File: src/rtl/regbank_write_arbiter.sv
// regbank_write_arbiter
// Two-requester write arbiter in front of an 8-entry, 4-bit register bank.
// After reset it clears all eight registers, one per cycle. It then grants
// one write request at a time, with at most one write every two cycles.
// It also steps a free-running scan read address for display port A.
//
// Optional feature: define ROUND_ROBIN_EN to select round-robin arbitration.
// When two requests arrive together, the requester not granted last wins.
// Without the macro, requester 0 has fixed priority.
module regbank_write_arbiter #(
  parameter int unsigned SCAN_DIV = 4  // clock cycles per scan-address step, 1..255
) (
  input  logic       clk,
  input  logic       rst,
  input  logic       req0,
  input  logic       req1,
  input  logic [2:0] addr0,
  input  logic [2:0] addr1,
  input  logic [3:0] dat0,
  input  logic [3:0] dat1,
  output logic       gnt0,
  output logic       gnt1,
  output logic [2:0] addrW,
  output logic [3:0] datW,
  output logic       RegWrite,
  output logic [2:0] addrRa,
  output logic       init_done
);

  typedef enum logic [1:0] {
    ST_INIT  = 2'd0,
    ST_IDLE  = 2'd1,
    ST_WRITE = 2'd2
  } state_e;

  localparam logic [7:0] SCAN_LAST = 8'(SCAN_DIV - 1);

  state_e     state_q,     state_d;
  logic [2:0] init_cnt_q,  init_cnt_d;
  logic [2:0] addr_w_q,    addr_w_d;
  logic [3:0] dat_w_q,     dat_w_d;
  logic       reg_write_q, reg_write_d;
  logic       gnt0_q,      gnt0_d;
  logic       gnt1_q,      gnt1_d;
  logic       init_done_q, init_done_d;
  logic [2:0] addr_ra_q,   addr_ra_d;
  logic [7:0] scan_cnt_q,  scan_cnt_d;
  logic       pick1;

`ifdef ROUND_ROBIN_EN
  // 1 means requester 1 was granted last, so requester 0 is favoured next.
  logic       last_q,      last_d;

  // Arbitration: a lone requester wins; on a tie, the one not granted last wins.
  always_comb begin
    pick1 = req1 & (~req0 | ~last_q);
  end
`else
  // Arbitration: fixed priority, requester 0 wins every tie.
  always_comb begin
    pick1 = req1 & ~req0;
  end
`endif

  // Main control: clear sequence, request capture and the one-cycle write slot.
  always_comb begin
    // NOTE: every combinational output gets a default first, so that no path
    // through the case statement leaves one unassigned. An unassigned output
    // would infer a latch.
    state_d     = state_q;
    init_cnt_d  = init_cnt_q;
    addr_w_d    = addr_w_q;
    dat_w_d     = dat_w_q;
    reg_write_d = 1'b0;
    gnt0_d      = 1'b0;
    gnt1_d      = 1'b0;
    init_done_d = init_done_q;
`ifdef ROUND_ROBIN_EN
    last_d      = last_q;
`endif
    case (state_q)
      ST_INIT: begin
        // Requests are left pending here; they are first seen in IDLE.
        reg_write_d = 1'b1;
        addr_w_d    = init_cnt_q;
        dat_w_d     = 4'd0;
        init_cnt_d  = init_cnt_q + 3'd1;
        if (init_cnt_q == 3'd7) begin
          state_d = ST_IDLE;
        end
      end
      ST_IDLE: begin
        init_done_d = 1'b1;
        if (req0 | req1) begin
          state_d     = ST_WRITE;
          reg_write_d = 1'b1;
          gnt0_d      = ~pick1;
          gnt1_d      = pick1;
          addr_w_d    = pick1 ? addr1 : addr0;
          dat_w_d     = pick1 ? dat1  : dat0;
`ifdef ROUND_ROBIN_EN
          last_d      = pick1;
`endif
        end
      end
      ST_WRITE: begin
        // The write is visible for exactly this cycle; requests are not
        // sampled here, so a held request is seen again in the next IDLE.
        state_d = ST_IDLE;
      end
      default: begin
        state_d = ST_INIT;
      end
    endcase
  end

  // Scan divider: addrRa steps once every SCAN_DIV cycles, whatever the state.
  always_comb begin
    scan_cnt_d = scan_cnt_q + 8'd1;
    addr_ra_d  = addr_ra_q;
    if (scan_cnt_q == SCAN_LAST) begin
      scan_cnt_d = 8'd0;
      addr_ra_d  = addr_ra_q + 3'd1;
    end
  end

  // State and registered outputs; reset aborts any clear or write in progress.
  always_ff @(posedge clk or posedge rst) begin
    // NOTE: this block contains only small control registers and no storage
    // array, so every flop is reset. All of them use non-blocking assignments,
    // so each one updates from the values held before the clock edge.
    if (rst) begin
      state_q     <= ST_INIT;
      init_cnt_q  <= 3'd0;
      addr_w_q    <= 3'd0;
      dat_w_q     <= 4'd0;
      reg_write_q <= 1'b0;
      gnt0_q      <= 1'b0;
      gnt1_q      <= 1'b0;
      init_done_q <= 1'b0;
      addr_ra_q   <= 3'd0;
      scan_cnt_q  <= 8'd0;
`ifdef ROUND_ROBIN_EN
      last_q      <= 1'b1;
`endif
    end else begin
      state_q     <= state_d;
      init_cnt_q  <= init_cnt_d;
      addr_w_q    <= addr_w_d;
      dat_w_q     <= dat_w_d;
      reg_write_q <= reg_write_d;
      gnt0_q      <= gnt0_d;
      gnt1_q      <= gnt1_d;
      init_done_q <= init_done_d;
      addr_ra_q   <= addr_ra_d;
      scan_cnt_q  <= scan_cnt_d;
`ifdef ROUND_ROBIN_EN
      last_q      <= last_d;
`endif
    end
  end

  assign gnt0      = gnt0_q;
  assign gnt1      = gnt1_q;
  assign addrW     = addr_w_q;
  assign datW      = dat_w_q;
  assign RegWrite  = reg_write_q;
  assign addrRa    = addr_ra_q;
  assign init_done = init_done_q;

endmodule
File: config.mk
export PLATFORM = sky130hd
export DESIGN_NAME = regbank_write_arbiter
export DESIGN_NICKNAME = d
export VERILOG_FILES = /design/src/rtl/regbank_write_arbiter.sv
export SDC_FILE = /design/constraint.sdc
export NUM_CORES = 1
export LEC_CHECK = 0
export ABC_AREA = 1
export ABC_CLOCK_PERIOD_IN_PS = 2000
export CORE_MARGIN = 5
export CORE_UTILIZATION = 40
export CTS_CLUSTER_DIAMETER = 80
export DETAILED_ROUTE_END_ITERATION = 7
export PLACE_DENSITY = 0.67
export SLEW_MARGIN = 20
export SYNTH_ARGS = -nofsm -noshare
export SYNTH_HDL_FRONTEND = slang
export SYNTH_SLANG_ARGS = --single-unit
File: constraint.sdc
create_clock -name clk -period 2 [get_ports clk]
set_input_delay 0.6 -clock clk [delete_from_list [all_inputs] [get_ports clk]]
set_output_delay 0.6 -clock clk [all_outputs]
set_load 0.1 [all_outputs]
==> qor.yml <==
run_status:
  run_status: "complete, no violations"
critical_path:
  crit_path_start_kind: "flop"
  path_buf_inv: 1
  cp.depth: 1
  critPathCaptureType: "primary output"
  rr_worst_depth: 7
  cp_top_family: "flip-flops"
  critPathKind: "reg -> out"
  path_cells: "buf_12"
  crit_arrival_ns: 0.97
  cpMaxStageDelayCell: "dfrtp_1"
  cp_max_fo: 4
  cp.required_ns: 1.40
  max_stage_delay_ns: 0.46
place:
  dp_hpwl_um: 2130
  numPortBuffers: 31
  place_ws_ns: 0.129
  dp.cells: 224
  gp_congestion: 0.818
synth:
  synth_area_leaders: "dfrtp_1, nand2_1, inv_1"
  yosysMostFrequentCell: "nand2_1"
  syn-num-nets: 170
  synth_seq_cells: 27
  syn_avg_cell_area_sq_um: 8.62
  synth_area_sq_mm: 0.00128
  synth.largest_area_cell: "dfrtp_1"
  synth_edf_count: 0
  synth_commonest_cells: "nand2_1, dfrtp_1, inv_1"
  synth_warnings: 0
  ys_seq_area_share_pct: 52.9
  ys_types: 21
  ys.flop_type: "dfrtp_1"
  async_reset_ff_share_pct: 100
  yosysTopAreaCellShare_pct: 52.9
  synthCells: 148
grt:
  gr-usage-met3_pct: 3.20
  grt_usage_pct: 13.4
  busiest_layer: "met2"
  grt_max_degree: 28
  met2_usage_pct: 23.2
  grt_pass1_wl_um: 4640
  grt_pass1_vias: 1111
  antenna_found_initial: 0
  met1_usage_pct: 16.6
  overflow: 0
power:
  seqPwrFrac_pct: 36.3
  switchingPower_uw: 992
  peakVddDrop_uv: 1220
  p_clk_share_pct: 11.0
  p_per_area_mw_per_mm2: 1170
  p_comb_share_pct: 52.7
  switching_share_pct: 46.8
  internal_power_mw: 1.13
  power.leakage_nw: 0.902
routing:
  routedWlPerCell_um: 11.5
  ant_nets: 0
  drcViolationCount: 0
  vias_per_cell: 4.64
  vias: 1057
  drt-total-wl_um: 2630
  firstDrtPassIters: 4
  drtIter0Drc: 18
cts:
  root_buffer: "clkbuf_4"
  cts_setup_buffers: 0
  htree_levels: 1
  cts-hold-fix-buffers: 0
  clk_pin_slew_ns: 0.14
  cts_resized: 0
  clock_latency_ns: 0.32
  cts_buffers: 3
  clockBufferDepth: 2
  clock_sinks: 27
  cts_tree: "done"
worst_hold_path:
  worstHoldPathType: "reg -> reg"
  hold_path_depth: 1
layout:
  fin_cells: 228
  drive_above_1_share_pct: 16.8
  area_delta_synth_final_pct: 42.1
  nets: 207
  n_antenna_cell: 0
job:
  max-cap-violations: 0
floorplan:
  die_width_um: 66.5
  coreArea_sq_mm: 0.00305
  die_h_um: 66.5
  rows: 20
  num_io_pins: 32
  die_area_sq_mm: 0.00442
  initial_core_util_pct: 41.8
timing:
  clock.fmax_mhz: 636
  hold_viol: 0
  slew_violations: 0
  worst_pin_slew_ns: 0.341
  finalSetupTns_ns: 0
  slew_headroom_pct: 77.3
  skew_ns: 0.0104
  period_share_pct: 78.6
  fin_crit_ns: 1.57
  finalSetupViolations: 0
  setup_ws_ns: 0.428
  rsz0062_at_grt: "no"
## path summary, 6_finish.rpt
check | startpoint | slack (ns) | to
max in group asynchronous | rst | 1.13 | datW[3]
setup / recovery | addrRa[0] | 0.43 | addrRa[0]
min in group asynchronous | rst | 0.61 | scan_cnt_q[7]
setup reg to reg | scan_cnt_q[0] | 0.65 | addrRa[1]
hold reg to reg | scan_cnt_q[0] | 0.47 | scan_cnt_q[0]
hold / removal | scan_cnt_q[0] | 0.47 | scan_cnt_q[0]
## layer usage
metal	routed length (um)	vias up
met5	0	-
met1	1140	481
li1	-	539
met3	121	6
met4	38	0
met2	1330	31
## per-stage QoR
step	instance area (sq um)	power, mW	hold WS (ns)	util (%)
after floorplan	1280	1.47	0.433	-
after detailed placement	1790	1.91	0.459	58.5
final	1810	2.12	0.474	59.4
after global routing	1810	2.25	0.500	59.4
after global placement	1790	1.89	0.446	58.5
after CTS	1810	2.14	0.478	59.4
## state kept, by name, indices dropped and copies added (netlist names)
signal	count
datW	4
RegWrite	1
state_q	2
init_done	1
init_cnt_q	3
addrW	3
gnt1	1
scan_cnt_q	8
gnt0	1
addrRa	3
## final cells by class
class                           instances  area [sq um]
Fill cell                             269          1240
Sequential cell                        27           676
Multi-Input combinational cell         95           495
Timing Repair Buffer                   33           465
Inverter                               25          93.8
Tap cell                               44          55.1
Clock buffer                            3          22.5
Clock inverter                          1          5.00
## cells by family (layout without fill, tap and decap cells)
logic type | after synthesis | after routing | share of synthesized area, %
and+or+nand+nor | 61 | 61 | 21.7
buffers and inverters | 26 | 62 | 8.24
adders and majority gates | 4 | 4 | 3.92
xor gates and xnor gates | 4 | 4 | 2.75
DFF | 27 | 27 | 52.9
AOI/OAI and AO/OA | 26 | 26 | 10.5
## power by group through the flow
stage	clock (mW)	sequential (mW)	combinational, mW
after global placement	0	0.778	1.11
after global routing	0.261	0.783	1.20
after detailed placement	0	0.778	1.13
after CTS	0.241	0.771	1.13
final	0.234	0.769	1.12
after floorplan	0	1.20	0.267
## placed cells by master, fill, tap and decap left out
cell type	instances
nand3b_1	1
a21oi_1	10
buf_12	14
clkinv_2	1
nand2_2	2
nor2_1	15
nand4_1	1
xor2_1	2
inv_2	3
nor2_2	1
nor2_4	2
clkbuf_4	3
or2_2	1
nand3_1	7
buf_4	2
o21ai_0	11
nand2_1	30
a31o_2	1
inv_1	22
xnor2_1	2
nand2_4	1
ha_1	4
dfrtp_1	27
o21ai_1	4
clkdlybuf4s50_1	17
Power figures use the tool's default switching activity.
